===== src/rtl/spi_bridge_pkg.sv =====
// Shared types and constants for the SPI register bridge.
package spi_bridge_pkg;

    // Bridge access state
    typedef enum logic [1:0] {
        IDLE = 2'd0,
        WR   = 2'd1,
        RD   = 2'd2
    } state_e;

    // Bus width codes (shared by txn_width, data_write_n, data_read_n)
    localparam logic [1:0] W8    = 2'b00;
    localparam logic [1:0] W16   = 2'b01;
    localparam logic [1:0] W32   = 2'b10;
    localparam logic [1:0] WNONE = 2'b11;

    // Read data returned when the peripheral never answers
    localparam logic [31:0] TIMEOUT_DATA = 32'hDEAD_BEEF;

    // Zero-extend peripheral read data according to the access width
    function automatic logic [31:0] zext_by_width(input logic [31:0] d, input logic [1:0] w);
        case (w)
            W8:      return {24'h00_0000, d[7:0]};
            W16:     return {16'h0000, d[15:0]};
            default: return d;
        endcase
    endfunction

endpackage


===== src/rtl/bridge_timer.sv =====
// Access timeout counter; only built when SPI_BRIDGE_TIMEOUT_EN is defined.
`ifdef SPI_BRIDGE_TIMEOUT_EN
module bridge_timer #(
    parameter int unsigned TIMEOUT_CYCLES = 255
) (
    input  logic clk,
    input  logic rstb,
    input  logic load,
    input  logic count,
    output logic expire_c
);

    localparam int unsigned CNT_W = $clog2(TIMEOUT_CYCLES + 1);

    logic [CNT_W-1:0] count_q;
    logic [CNT_W-1:0] count_d;

    // Expire on the last waiting cycle so the FSM leaves after TIMEOUT_CYCLES cycles
    assign expire_c = count && (count_q == CNT_W'(TIMEOUT_CYCLES - 1));

    // Clear on load, otherwise count up while an access waits
    always_comb begin
        count_d = count_q;
        if (load) begin
            count_d = '0;
        end else if (count && !expire_c) begin
            count_d = count_q + CNT_W'(1);
        end
    end

    // Counter register
    always_ff @(posedge clk) begin
        if (!rstb) begin
            count_q <= '0;
        end else begin
            count_q <= count_d;
        end
    end

endmodule
`endif


===== src/rtl/spi_periph_bridge.sv =====
// SPI register transactions to peripheral-bus accesses.
// Optional access timeout: define SPI_BRIDGE_TIMEOUT_EN.
module spi_periph_bridge
    import spi_bridge_pkg::*;
#(
    parameter int unsigned ADDR_W         = 6,
    parameter int unsigned REG_W          = 32,
    parameter int unsigned TIMEOUT_CYCLES = 255
) (
    input  logic              clk,
    input  logic              rstb,
    input  logic [ADDR_W-1:0] reg_addr,
    input  logic [REG_W-1:0]  reg_data_o,
    input  logic              reg_data_o_dv,
    input  logic              reg_addr_v,
    input  logic              reg_rw,
    input  logic [1:0]        txn_width,
    output logic [REG_W-1:0]  reg_data_i,
    output logic [ADDR_W-1:0] address,
    output logic [REG_W-1:0]  data_in,
    output logic [1:0]        data_write_n,
    output logic [1:0]        data_read_n,
    input  logic [REG_W-1:0]  data_out,
    input  logic              data_ready,
    output logic              busy,
    output logic              err
);

    state_e            state_q, state_d;
    logic              addr_v_q, addr_v_d;
    logic [ADDR_W-1:0] address_q, address_d;
    logic [REG_W-1:0]  data_in_q, data_in_d;
    logic [REG_W-1:0]  reg_data_i_q, reg_data_i_d;
    logic [1:0]        write_n_q, write_n_d;
    logic [1:0]        read_n_q, read_n_d;
    logic              busy_q, busy_d;
    logic              err_q, err_d;

    logic              wr_req_c;
    logic              rd_req_c;
    logic              timer_expire_c;

    // Write completes on the strobe; read fires once on the rising edge of addr_v
    assign wr_req_c = reg_data_o_dv & reg_rw;
    assign rd_req_c = reg_addr_v & ~addr_v_q & ~reg_rw;

`ifdef SPI_BRIDGE_TIMEOUT_EN
    // Counter is cleared while idle and runs for the whole access
    bridge_timer #(
        .TIMEOUT_CYCLES (TIMEOUT_CYCLES)
    ) u_timer (
        .clk      (clk),
        .rstb     (rstb),
        .load     (state_q == IDLE),
        .count    (state_q != IDLE),
        .expire_c (timer_expire_c)
    );
`else
    assign timer_expire_c = 1'b0;
`endif

    // Next-state and registered output logic
    always_comb begin
        state_d      = state_q;
        addr_v_d     = reg_addr_v;
        address_d    = address_q;
        data_in_d    = data_in_q;
        reg_data_i_d = reg_data_i_q;
        write_n_d    = write_n_q;
        read_n_d     = read_n_q;
        busy_d       = busy_q;
        err_d        = err_q;

        case (state_q)
            IDLE: begin
                if (wr_req_c) begin
                    if (rd_req_c) begin
                        err_d = 1'b1;
                    end
                    if (txn_width == WNONE) begin
                        err_d = 1'b1;
                    end else begin
                        state_d   = WR;
                        address_d = reg_addr;
                        data_in_d = reg_data_o;
                        write_n_d = txn_width;
                        busy_d    = 1'b1;
                    end
                end else if (rd_req_c) begin
                    reg_data_i_d = '0;
                    if (txn_width == WNONE) begin
                        err_d = 1'b1;
                    end else begin
                        state_d   = RD;
                        address_d = reg_addr;
                        read_n_d  = txn_width;
                        busy_d    = 1'b1;
                    end
                end
            end

            WR, RD: begin
                // Only one access may be outstanding; later requests are lost
                if (wr_req_c || rd_req_c) begin
                    err_d = 1'b1;
                end
                if (data_ready) begin
                    state_d   = IDLE;
                    write_n_d = WNONE;
                    read_n_d  = WNONE;
                    busy_d    = 1'b0;
                    if (state_q == RD) begin
                        reg_data_i_d = REG_W'(zext_by_width(32'(data_out), read_n_q));
                    end
                end else if (timer_expire_c) begin
                    state_d   = IDLE;
                    write_n_d = WNONE;
                    read_n_d  = WNONE;
                    busy_d    = 1'b0;
                    err_d     = 1'b1;
                    if (state_q == RD) begin
                        reg_data_i_d = REG_W'(TIMEOUT_DATA);
                    end
                end
            end

            default: begin
                state_d   = IDLE;
                write_n_d = WNONE;
                read_n_d  = WNONE;
                busy_d    = 1'b0;
            end
        endcase
    end

    // State and output registers
    always_ff @(posedge clk) begin
        if (!rstb) begin
            state_q      <= IDLE;
            addr_v_q     <= 1'b0;
            address_q    <= '0;
            data_in_q    <= '0;
            reg_data_i_q <= '0;
            write_n_q    <= WNONE;
            read_n_q     <= WNONE;
            busy_q       <= 1'b0;
            err_q        <= 1'b0;
        end else begin
            state_q      <= state_d;
            addr_v_q     <= addr_v_d;
            address_q    <= address_d;
            data_in_q    <= data_in_d;
            reg_data_i_q <= reg_data_i_d;
            write_n_q    <= write_n_d;
            read_n_q     <= read_n_d;
            busy_q       <= busy_d;
            err_q        <= err_d;
        end
    end

    assign reg_data_i   = reg_data_i_q;
    assign address      = address_q;
    assign data_in      = data_in_q;
    assign data_write_n = write_n_q;
    assign data_read_n  = read_n_q;
    assign busy         = busy_q;
    assign err          = err_q;

endmodule

===== config.mk =====
export PLATFORM = sky130hd
export DESIGN_NAME = spi_periph_bridge
export DESIGN_NICKNAME = d
export VERILOG_FILES = /design/src/rtl/spi_bridge_pkg.sv /design/src/rtl/bridge_timer.sv /design/src/rtl/spi_periph_bridge.sv
export SDC_FILE = /design/constraint.sdc
export NUM_CORES = 1
export LEC_CHECK = 0
export BUFFER_PORTS_ARGS = -buffer_cell sky130_fd_sc_hd__buf_2
export CORE_MARGIN = 8
export CORE_UTILIZATION = 46
export DETAILED_ROUTE_END_ITERATION = 16
export PLACE_DENSITY = 0.85
export SLEW_MARGIN = 25
export SYNTH_ARGS = -nofsm -noshare
export SYNTH_HDL_FRONTEND = slang
export SYNTH_HIERARCHICAL = 1
export SYNTH_SLANG_ARGS = --single-unit

===== constraint.sdc =====
create_clock -name clk -period 1.75 [get_ports clk]
set_input_delay 0.0875 -clock clk [delete_from_list [all_inputs] [get_ports clk]]
set_output_delay 0.0875 -clock clk [all_outputs]
set_load 0.01 [all_outputs]

==> parameters.txt <==
Parameter                              Value

Timing
  Number of max-slew violations in the final report    0
  Hold Fails Final Rpt    0
  Peak Freq    597.8 MHz
  Final Cycle Share    95.58%
  Crit path setup slack, layout    77.30 ps
  Unrepaired setup endpoints after global routing    true
  Max-slew headroom    69.32%
  Min Tclk post-route    1673 ps
  Final setup fails    0
  Sum Neg Setup Slack    0 ps
  Clock tree skew after final layout    7.102 ps
  Worst-Margin Slew    460.2 ps

Drt
  Number of DRC violations after detailed-routing iteration 0    152
  Antenna violation net count after detailed routing    0
  Router iterations before antenna repair    4
  Routed length per instance    16.27 µm
  Via density per instance    5.194
  # DRC    0
  Detailed-route wire length    10980 µm
  Vias after detailed routing    3506

Synthesis
  Ys Warns    6
  Number of instances in the synthesized netlist    371
  Mean area per synthesized cell    8.681 µm²
  Sequential cell area fraction in the yosys report    49.11%
  Mapped Nets    451
  Number of library cell types mapped by synthesis    30
  Cell area after synthesis    0.003221 mm²
  Flops & latches, synth    79
  Ys async rst share    0%
  Most frequently used flop master after synthesis    dfxtp_1
  Number of enable flip-flop cells after synthesis    0

Floorplan
  IO Pins    154
  Chip width    99.68 µm
  Starting utilization of the core area    47.40%
  Core footprint    0.006794 mm²
  Die Y    99.68 µm
  Area of the die    0.009935 mm²
  Row count    30

Worst setup path
  Slowest cell on the critical path    a211oi_1
  Crit path required time    2010 ps
  Number of buffers and inverters on the critical path    1
  Kind of capture point of the worst setup path    register
  Worst stage delay on the critical path    380 ps
  WS Path Type    register to register
  Critical path, cell by cell    inv_1 -> ha_2 -> nor2b_1 -> a211oi_1 -> mux2i_1
  Crit path max-delay family    compound AO/OA/AOI/OAI gates
  Launching element type of the critical path    register
  Data arrival time at the worst-slack endpoint    1930 ps
  R2R Path Start    state_q[0]
  Largest fanout on the critical path    6
  Crit path launch    state_q[0]

CTS
  Setup bufs post-CTS    0
  Maximum level of the CTS H-tree    3
  Clock buffers created by TritonCTS    9
  Clk buf depth    2
  Root Driver    clkbuf_8
  Reg clk slew, reported paths    80 ps
  Clk sinks    79
  Insertion delay of the later-clocked pin in the worst-skew pair    330 ps
  Clock tree from TritonCTS    built

Placement
  Cell area after placement    0.004036 mm²
  Final weighted congestion in routability-driven placement    0.8210
  Worst slack, placed    32.90 ps
  Port-buffer cells    153
  Final HPWL DP    7021 µm

Min path
  Launch instance of the worst min-delay path    data_out[1]
  Type of the tightest min-delay check    input pin to register

Cells and area
  Area Overhead vs Synth    51.55%
  Layout cell share with drive strength beyond 1    31.66%
  Final design instance area without fill    0.004881 mm²
  Post-layout net count    653
  Share of the core filled with cells in the final layout    71.84%

Global route
  Number of global-route vias before repair    3614
  Number of antenna violations at the first check in global routing    2
  Wire length of the first global-routing pass    17540 µm
  Residual overflow from global routing    0
  Total routing resource utilization after global routing    21.54%
  Maximum number of pins on one net before global-route repair    51

Power
  P per Cell Area    896.7 mW/mm²
  Worst vdd ir    539.3 µV
  Overall power of the completed layout    0.004377 W
  Leakage power    2.309 nW

Outcome
  Run status    completed

Run
  Maxcap violations    0
## cells by family after synthesis
kind of cell	Yosys count	synth area share, %
simple gates	131	18.07
mux	40	12.43
fa+ha+maj	2	0.7769
buf+inv	38	5.400
compound gates	81	14.22
flops	79	49.11
## where the power goes
part | switching [W] | total, W | leakage, nW | internal [W]
Sequential | 0.0000582 | 0.00196 | 0.642 | 0.00190
Combinational | 0.000512 | 0.000977 | 1.56 | 0.000465
Clock | 0.000638 | 0.00144 | 0.102 | 0.000799
Total | 0.00121 | 0.00438 | 2.31 | 0.00317
## synthesized netlist by cell type, types with 3 or more instances
master | instances | area, µm²
dfxtp_1 | 79 | 1582
nand2_1 | 70 | 262.8
nand3_1 | 44 | 220.2
mux2i_1 | 40 | 400.4
o21ai_0 | 35 | 175.2
a21oi_1 | 32 | 160.2
clkbuf_1 | 28 | 105.1
a31oi_1 | 4 | 25.02
buf_6 | 4 | 45.04
inv_1 | 4 | 15.01
nor3_1 | 4 | 20.02
and3_1 | 3 | 18.77
nand2b_1 | 3 | 18.77
## layout by cell type, fill, tap and decap left out, types with 2 or more instances in the layout
cell type and n:
buf_2 153, dfxtp_1 79, nand2_1 70, dlygate4sd3_1 62, nand3_1 44, mux2i_1 40
o21ai_0 35, a21oi_1 32, clkbuf_8 9, buf_4 8, inv_1 4, nor3_1 4
a31oi_1 4, and3_1 3, nand2b_1 3, nor2_1 2, a211oi_1 2, o21a_1 2
bufinv_16 2, clkinvlp_4 2, clkinv_2 2
## tightest hold or removal path, stage by stage
cell and delay [ps]:
buf_2 100, nand3_1 70, mux2i_1 60
## worst paths after layout
check	endpoint	slack (ps)	cells past startpoint
worst max-delay path	data_read_n[1]	80	5
worst max register to register	data_read_n[1]	80	5
worst min register to register	reg_data_i[30]	460	2
worst min-delay path	reg_data_i[1]	20	3
## metal layers
metal | share of wire (%) | GRT usage (%) | wire length, µm | vias to the layer above
li1 | - | - | - | 1684
met1 | 40 | 22.71 | 4361 | 1649
met2 | 49 | 36.79 | 5339 | 149
met3 | 9.9 | 9.218 | 1092 | 22
met4 | 1.6 | 8.847 | 176 | 2
met5 | 0.10 | 0 | 11 | -
## layout make-up
cell class / count / area [µm²]
Multi-Input combinational cell: 254 / 1471
Clock buffer: 10 / 127.6
Antenna cell: 1 / 2.502
Inverter: 4 / 15.01
Tap cell: 96 / 120.1
Sequential cell: 79 / 1582
Clock inverter: 6 / 85.08
Fill cell: 467 / 1913
Timing Repair Buffer: 225 / 1478
## registers in the layout, indices dropped and copies added, names as in the netlist
name and count:
reg_data_i 32, addr_v_q 1, data_write_n 2, busy 1, address 6, state_q 2, data_read_n 2, err 1
data_in 32
## through the flow
stage,hold slack [ps],instances
finish,21.98,675
global route,8.583,675
CTS,1.433,674
detailed placement,315.3,596
global placement,307.6,596
floorplan,209.2,371
## what timing repair did
item | 4_1_cts | 5_1_grt
setup endpoints to repair | 0 | 35
hold endpoints to repair | 62 | 0
resized for setup | 0 | 3
hold buffers | 62 | 0
Note: power is estimated with default switching activity, not from simulation.
